--- src/rtl/arith_pkg.sv ---
// Shared types and helpers for the arithmetic cluster (multiplier, divider).
// Holds the sequencer state encoding and counter sizing.
package arith_pkg;

    typedef enum logic [1:0] {
        ST_IDLE = 2'd0,
        ST_CALC = 2'd1,
        ST_DONE = 2'd2
    } div_state_e;

    localparam int DEF_WIDTH = 4;
    localparam int MIN_WIDTH = 2;
    localparam int MAX_WIDTH = 16;

    // Iteration counter must hold 2W-1
    function automatic int cnt_width(input int w);
        return $clog2(2 * w);
    endfunction

endpackage

--- src/rtl/seq_shift_sub_divider_div_step.sv ---
// One restoring-division iteration: shift in a dividend bit, trial subtract.
// Purely combinational so it can be chained for an unrolled divider.
module div_step
    import arith_pkg::*;
#(
    parameter int WIDTH = DEF_WIDTH
) (
    input  logic [WIDTH:0]   r_i,
    input  logic             q_msb_i,
    input  logic [WIDTH-1:0] divisor_i,
    output logic [WIDTH:0]   r_o,
    output logic             q_bit_o
);

    logic [WIDTH+1:0] sh;
    logic [WIDTH+1:0] diff;

    assign sh      = {r_i, q_msb_i};
    assign diff    = sh - {2'b00, divisor_i};
    assign q_bit_o = (sh >= {2'b00, divisor_i});
    // R stays below the divisor, so the top bit of sh/diff is always zero
    assign r_o     = (WIDTH+1)'(q_bit_o ? diff : sh);

endmodule

--- src/rtl/seq_shift_sub_divider.sv ---
// Sequential restoring divider: 2W-bit dividend / W-bit divisor,
// one quotient bit per clock, start/busy/done handshake.
module seq_shift_sub_divider
    import arith_pkg::*;
#(
    parameter int WIDTH = DEF_WIDTH
) (
    input  logic                 clk,
    input  logic                 rst_n,
    input  logic                 start,
    input  logic [2*WIDTH-1:0]   dividend,
    input  logic [WIDTH-1:0]     divisor,
    output logic                 busy,
    output logic                 done,
    output logic [2*WIDTH-1:0]   quotient,
    output logic [WIDTH-1:0]     remainder,
    output logic                 div_by_zero
);

    localparam int QW = 2 * WIDTH;
    localparam int CW = cnt_width(WIDTH);
    localparam logic [CW-1:0] CNT_LAST = CW'(QW - 1);

    div_state_e     state_q;
    logic [CW-1:0]  cnt_q;
    logic [QW-1:0]  q_q;
    logic [WIDTH:0] r_q;
    logic [WIDTH-1:0] d_q;
    logic           busy_q;
    logic           done_q;
    logic [QW-1:0]  quo_q;
    logic [WIDTH-1:0] rem_q;
    logic           dbz_q;

    logic [WIDTH:0] r_d;
    logic           q_bit;
    logic [QW-1:0]  q_d;

    div_step #(
        .WIDTH(WIDTH)
    ) u_step (
        .r_i      (r_q),
        .q_msb_i  (q_q[QW-1]),
        .divisor_i(d_q),
        .r_o      (r_d),
        .q_bit_o  (q_bit)
    );

    assign q_d = {q_q[QW-2:0], q_bit};

    always_ff @(posedge clk) begin
        if (!rst_n) begin
            state_q <= ST_IDLE;
            cnt_q   <= '0;
            q_q     <= '0;
            r_q     <= '0;
            d_q     <= '0;
            busy_q  <= 1'b0;
            done_q  <= 1'b0;
            quo_q   <= '0;
            rem_q   <= '0;
            dbz_q   <= 1'b0;
        end else begin
            done_q <= 1'b0;
            case (state_q)
                ST_IDLE: begin
                    if (start) begin
                        busy_q <= 1'b1;
                        if (divisor == '0) begin
                            // Zero divisor short-circuits straight to DONE
                            quo_q   <= '1;
                            rem_q   <= dividend[WIDTH-1:0];
                            dbz_q   <= 1'b1;
                            done_q  <= 1'b1;
                            state_q <= ST_DONE;
                        end else begin
                            q_q     <= dividend;
                            r_q     <= '0;
                            d_q     <= divisor;
                            cnt_q   <= CNT_LAST;
                            state_q <= ST_CALC;
                        end
                    end
                end
                ST_CALC: begin
                    q_q   <= q_d;
                    r_q   <= r_d;
                    cnt_q <= cnt_q - 1'b1;
                    if (cnt_q == '0) begin
                        quo_q   <= q_d;
                        rem_q   <= r_d[WIDTH-1:0];
                        dbz_q   <= 1'b0;
                        done_q  <= 1'b1;
                        state_q <= ST_DONE;
                    end
                end
                ST_DONE: begin
                    busy_q  <= 1'b0;
                    state_q <= ST_IDLE;
                end
                default: begin
                    busy_q  <= 1'b0;
                    state_q <= ST_IDLE;
                end
            endcase
        end
    end

    assign busy        = busy_q;
    assign done        = done_q;
    assign quotient    = quo_q;
    assign remainder   = rem_q;
    assign div_by_zero = dbz_q;

endmodule

--- config.mk ---
export PLATFORM = sky130hd
export DESIGN_NAME = seq_shift_sub_divider
export DESIGN_NICKNAME = d
export VERILOG_FILES = /design/src/rtl/arith_pkg.sv /design/src/rtl/seq_shift_sub_divider_div_step.sv /design/src/rtl/seq_shift_sub_divider.sv
export SDC_FILE = /design/constraint.sdc
export NUM_CORES = 1
export LEC_CHECK = 0
export CORE_AREA = 2 2 77 79
export DETAILED_ROUTE_END_ITERATION = 8
export DIE_AREA = 0 0 79 81
export PLACE_DENSITY = 0.57
export SYNTH_ARGS = -nofsm -noshare
export SYNTH_HDL_FRONTEND = slang
export SYNTH_HIERARCHICAL = 1
export SYNTH_SLANG_ARGS = --single-unit
--- constraint.sdc ---
create_clock -name clk -period 2.3 [get_ports clk]
set_input_delay 0.46 -clock clk [delete_from_list [all_inputs] [get_ports clk]]
set_output_delay 0.46 -clock clk [all_outputs]
set_load 0.05 [all_outputs]
==> flow_summary.toml, run 1 <==
[routing]
via_per_inst = 5.14
ant_nets = 0
drc = 0
drt_pre_antenna_iters = 4
drtIter0Drc = 57
wirelength_microns = 4560
vias = 1636
wire_per_inst_microns = 14.3

[synth]
synthCells = 205
synth_compound_area_share_pct = 25.5
syn_nets = 227
ys.flop_type = "dfxtp_1"
synth_simple_gate_area_share_pct = 18.5
yosysSeqAreaShare_pct = 38.7
yosysTopAreaCellShare_pct = 38.7
synth.area.top_cells = "dfxtp_1 (39%), a211oi_1 (6.3%), o21ai_0 (4.2%), o311a_1 (4.2%), ha_1 (3.9%)"
synth_xor_area_share_pct = 1.37
synthArstFlopShare_pct = 0
synth_fa_ha_area_share_pct = 4.97
avgSynthCellArea_sq_um = 9.33
syn_area_sq_um = 1910
synth_top_area_cell = "dfxtp_1"
synth-seq-cells = 37
synth_edf_count = 0
synth_top_family_by_area = "compound AO/OA/AOI/OAI gates"
synth.distinct_cells = 39
yosysWarnings = 6
synthMuxAreaShare_pct = 3.40

[critical_path]
path_cells = "inv_2 -> ha_4 -> inv_2 -> fa_2 -> a21o_2 -> a2111oi_4 -> buf_4 -> mux2_4 -> mux2i_1 -> a211oi_1"
critPathSlowestCell = "dfxtp_2"
critical_path_required_ns = 2.46
cp_top_family = "compound AO/OA/AOI/OAI gates"
critPathKind = "flop to flop"
r2r_setup_slack_ns = 0.04
cp_num_buf_inv = 3
crit_top_cell = "inv_2"
crit_arrival_ns = 2.42
crit_path_start_kind = "flop"
end_kind = "flop"
slowest_delay_ns = 0.33
path_max_fanout = 8

[place]
dpl-instance-area_sq_um = 2300
pre_cts_slack_ns = -0.000186
gp_routability_congestion = 0.772
dp.cells = 308
dpl.hpwl_microns = 3320
port_buffers = 29

[final_layout]
fill_cells = 586
drive_gt1_share_pct = 17.3
layout.cells.non_filler = 318
design_area_sq_um = 2460
fin_nets = 264
area_delta_synth_final_pct = 28.5
diodes = 0

[clocking]
cts_sinks = 37
worstSkewPairLatency_ns = 0.29
htreeDepth = 2
path_clk_slew_ns = 0.08
ctsHoldBuffers = 0
tritoncts = "yes"
cts_buffer_depth = 2
cts-root-buf = "clkbuf_8"
cts_buffers = 5

[global_routing]
overflow = 0
grt_antenna_before_repair = 0
grt_pass1_wl_microns = 7350
grt_pass1_vias = 1489
grt_max_degree = 26
grt_usage_pct = 14.7

[timing]
fmax_mhz = 442
period_needed_ns = 2.26
hold-worst-slack_ns = 0.477
drv_slew = 0
period_share_pct = 98.4
skew_ns = 0.00598
fin_ws_ns = 0.0375
grt_setup_unrepaired = "true"
hold_viol_final = 0
tightestPinTransition_ns = 0.532
slew_headroom_pct = 64.5
setup_viol_count_final = 0

[floorplanning]
core_area_sq_um = 5680
die_area_sq_um = 6400
chipHeight_microns = 81
initial_core_util_pct = 33.7
core.rowCount = 28
die_x_microns = 79
design.portCount = 30

[pwr]
ir_drop_v = 0.000320
power.total_mw = 1.89
cellPowerDensity_nw_per_um2 = 771
p_leak_nw = 0.938

[worst_hold_path]
hold_class = "flop to flop"

[flow_run]
drv_cap = 0

[outcome]
status = "complete, no violations"
==> worst register-to-register path, delay by kind of cell, from the launching register on <==
family | cells | cell delay [ns]
buf+inv | 3 | 0.31
mux | 2 | 0.44
compound gates | 3 | 0.61
flops | 1 | 0.33
fa+ha+maj | 2 | 0.45
==> stage by stage <==
step | utilization [%] | TNS, ns
3_5_place_dp | 40.6 | -0.000186
5_1_grt | 43.3 | -0.161
4_1_cts | 42.6 | 0
6_report | 43.3 | 0
2_1_floorplan | - | 0
3_3_place_gp | 40.6 | 0
==> Yosys cell counts, drive strengths merged (2+ instances only) <==
| cell | n |
|---|---|
| o21a | 2 |
| a211oi | 16 |
| nor4 | 9 |
| a221oi | 2 |
| o211ai | 5 |
| o21ai | 16 |
| nand2 | 13 |
| nand2b | 11 |
| dfxtp | 37 |
| inv | 10 |
| xnor2 | 2 |
| a31oi | 2 |
| buf | 13 |
| nor2b | 4 |
| o311a | 8 |
| a21o | 3 |
| ha | 6 |
| mux2i | 5 |
| nor2 | 16 |
| a21oi | 10 |
| clkbuf | 3 |
==> final timing paths <==
kind                              from      endpoint  depth (start not counted)
worst max register to register  q_q[7]  remainder[1]                         10
worst max-delay path            q_q[7]  remainder[1]                         10
worst min register to register    busy          busy                          2
worst min-delay path              busy          busy                          2
==> sequential cells by signal, summed over array words and instances (netlist names) <==
name / flops
state_q: 2
quotient: 8
busy: 1
r_q: 5
cnt_q: 3
remainder: 4
done: 1
d_q: 4
q_q: 8
div_by_zero: 1
==> power breakdown <==
group,switching [mW],internal (mW),leakage [nW]
logic,0.309,0.258,0.579
clock network,0.253,0.325,0.0543
registers,0.0471,0.704,0.305
==> cell usage in the layout, fill, tap and decap left out, types with 4 or more instances in the layout <==
cell type         n
clkbuf_8          5
mux2i_1           5
buf_4            17
clkdlybuf4s50_1  29
a211oi_1         16
ha_1              5
a21oi_1          10
o21ai_0          15
inv_1             8
dfxtp_1          35
o311a_1           8
nor2_1           16
nand2b_1         10
nor4_1            8
o211ai_1          5
nor2b_1           4
nand2_1          12
==> repair_timing <==
item / 4_1_cts / 5_1_grt
endpoints found under the setup margin: 1 / 5
setup buffers: 0 / 2
resized for setup: 0 / 10
pin swaps: 1 / 2
==> cells by family after synthesis <==
group | count (synthesis)
adders and majority gates | 7
and+or+nand+nor | 59
DFF | 37
buffers and inverters | 26
AOI/OAI and AO/OA | 67
xor gates and xnor gates | 3
muxes | 6
==> area by class of cell <==
cell class	count	area, sq um	share of cell area, %
multi-input cells	142	1050	42.7
flip-flops and latches	37	743	30.2
repair buffers	46	418	17.0
well taps	75	93.8	3.82
clock buffers	5	68.8	2.80
clock inverters	3	46.3	1.88
inverters	10	37.5	1.53
==> routing by layer <==
layer / part of all wire [%] / vias to the layer above / wire length, microns / global-route usage [%]
met3: 3.0 / 7 / 137 / 3.00
met5: 0 / - / 0 / 0
met4: 1.7 / 0 / 76 / 5.69
met1: 50 / 781 / 2280 / 19.6
met2: 45 / 23 / 2060 / 23.5
li1: - / 825 / - / -
Power figures use the tool's default switching activity.
==> run 2: changes to the inputs <==
--- a/config.mk
+++ b/config.mk
@@ -6,9 +6,11 @@
 export NUM_CORES = 1
 export LEC_CHECK = 0
 export CORE_AREA = 2 2 77 79
+export CTS_CLUSTER_SIZE = 20
 export DETAILED_ROUTE_END_ITERATION = 8
 export DIE_AREA = 0 0 79 81
 export PLACE_DENSITY = 0.57
+export REMOVE_ABC_BUFFERS = 1
 export SYNTH_ARGS = -nofsm -noshare
 export SYNTH_HDL_FRONTEND = slang
 export SYNTH_HIERARCHICAL = 1
==> flow_summary.toml, run 2 (same netlist as run 1, synthesis figures left out) <==
[routing]
vias = 1614
via_per_inst = 5.06
drt_pre_antenna_iters = 4
drc = 0
wire_per_inst_microns = 14.0
wirelength_microns = 4470
ant_nets = 0
drtIter0Drc = 119

[timing]
setup_viol_count_final = 0
tightestPinTransition_ns = 0.546
skew_ns = 0.00627
hold_viol_final = 0
period_needed_ns = 2.25
final.setup.tns_ns = 0
period_share_pct = 98.0
slew_headroom_pct = 63.5
drv_slew = 0
fmax_mhz = 443
grt_setup_unrepaired = "true"

[critical_path]
crit_path_start_kind = "flop"
end_kind = "flop"
crit_arrival_ns = 2.40
path_max_fanout = 7
critPathKind = "flop to flop"
critical_path_required_ns = 2.44

[final_layout]
final_cell_mix = "dfxtp_1 (35), clkdlybuf4s50_1 (29), buf_4 (17), nor2_1 (16), a211oi_1 (16)"
fin_nets = 265
multiInputGateArea_sq_um = 1050
drive_gt1_share_pct = 17.2
layout.cells.non_filler = 319
fill_cells = 591
final_common_cell = "dfxtp_1"
design_area_sq_um = 2470
regArea_sq_um = 743
area_delta_synth_final_pct = 28.9
fin_util_pct = 43.5
diodes = 0

[clocking]
cts_buffers = 5
cts-root-buf = "clkbuf_8"
cts_sinks = 37
htreeDepth = 2
path_clk_slew_ns = 0.07
tritoncts = "yes"
ctsHoldBuffers = 0
cts_buffer_depth = 2
worstSkewPairLatency_ns = 0.28

[place]
gp_routability_congestion = 0.830
dpl-instance-area_sq_um = 2320
port_buffers = 29
dp.cells = 308
dpl.hpwl_microns = 3090

[floorplanning]
initial_core_util_pct = 33.7
design.portCount = 30
core_area_sq_um = 5680
die_x_microns = 79
core.rowCount = 28
chipHeight_microns = 81
die_area_sq_um = 6400

[worst_hold_path]
hold_class = "flop to flop"

[global_routing]
overflow = 0
grt_max_degree = 27
grt_antenna_before_repair = 0
grt_pass1_wl_microns = 7690
grt_usage_pct = 15.5
grt_pass1_vias = 1551

[outcome]
status = "complete, no violations"

[flow_run]
drv_cap = 0

[pwr]
cellPowerDensity_nw_per_um2 = 741
ir_drop_v = 0.000332
p_leak_nw = 0.943
[run 2: changes by cell type in the layout (fill, tap and decap cells not counted), sizes merged]
cell      previous run  this run
clkinvlp             1         0
buf                 17        18
clkbuf               5         7
bufinv               1         0
[run 2: worst max-delay path, stage by stage, from the launching register on]
cell,delay (ns)
dfxtp_2,0.32
inv_2,0.06
ha_4,0.12
inv_2,0.04
fa_2,0.36
a21o_4,0.23
a2111oi_4,0.27
buf_4,0.19
mux2_4,0.31
mux2i_1,0.14
a211oi_1,0.08
[run 2: final timing paths]
path,from,endpoint,slack (ns),depth (start not counted)
min,busy,busy,0.47,2
max,q_q[7],remainder[1],0.05,10
min reg2reg,busy,busy,0.47,2
max reg2reg,q_q[7],remainder[1],0.05,10
[run 2: per-layer routing]
metal	track usage, %	vias to the layer above	wire [microns]
met5	0	-	0
met3	4.78	4	239
met2	24.9	39	2010
met4	4.66	0	42
li1	-	818	-
met1	20.1	753	2180
[run 2: layout make-up]
type | count | share of cell area [%]
timing repair buffer | 47 | 17.8
inverter | 10 | 1.52
tap | 75 | 3.81
clock inverter | 1 | 0.203
multi-input combinational | 142 | 42.7
clock buffer | 7 | 3.91
sequential | 37 | 30.1
[run 2: power by group]
part           internal, mW  switching, mW  leakage (nW)  total (mW)
registers             0.704         0.0465         0.305       0.750
logic                 0.269          0.309         0.584       0.578
clock network         0.271          0.229        0.0542       0.500
[run 2: per-stage QoR]
| stage | worst slack, ns | hold WS, ns | total power [mW] |
|---|---|---|---|
| floorplan | -0.0179 | 0.454 | 1.12 |
| global placement | -0.0245 | 0.458 | 1.31 |
| detailed placement | -0.0652 | 0.465 | 1.31 |
| CTS | 0.00472 | 0.482 | 1.83 |
| global route | -0.0829 | 0.497 | 1.93 |
| finish | 0.0452 | 0.474 | 1.83 |
[run 2: what timing repair did]
action / 4_1_cts / 5_1_grt
setup buffers: 2 / 1
gates resized for setup: 1 / 8
endpoints found under the setup margin: 3 / 5
pin swaps: 1 / 5
==> run 3: changes to the inputs <==
--- a/config.mk
+++ b/config.mk
@@ -10,7 +10,7 @@
 export DETAILED_ROUTE_END_ITERATION = 8
 export DIE_AREA = 0 0 79 81
 export PLACE_DENSITY = 0.57
-export REMOVE_ABC_BUFFERS = 1
+export SKIP_LAST_GASP = 1
 export SYNTH_ARGS = -nofsm -noshare
 export SYNTH_HDL_FRONTEND = slang
 export SYNTH_HIERARCHICAL = 1
==> results of run 3 <==
Final layout, timing and power as in run 1 (identical DEF).
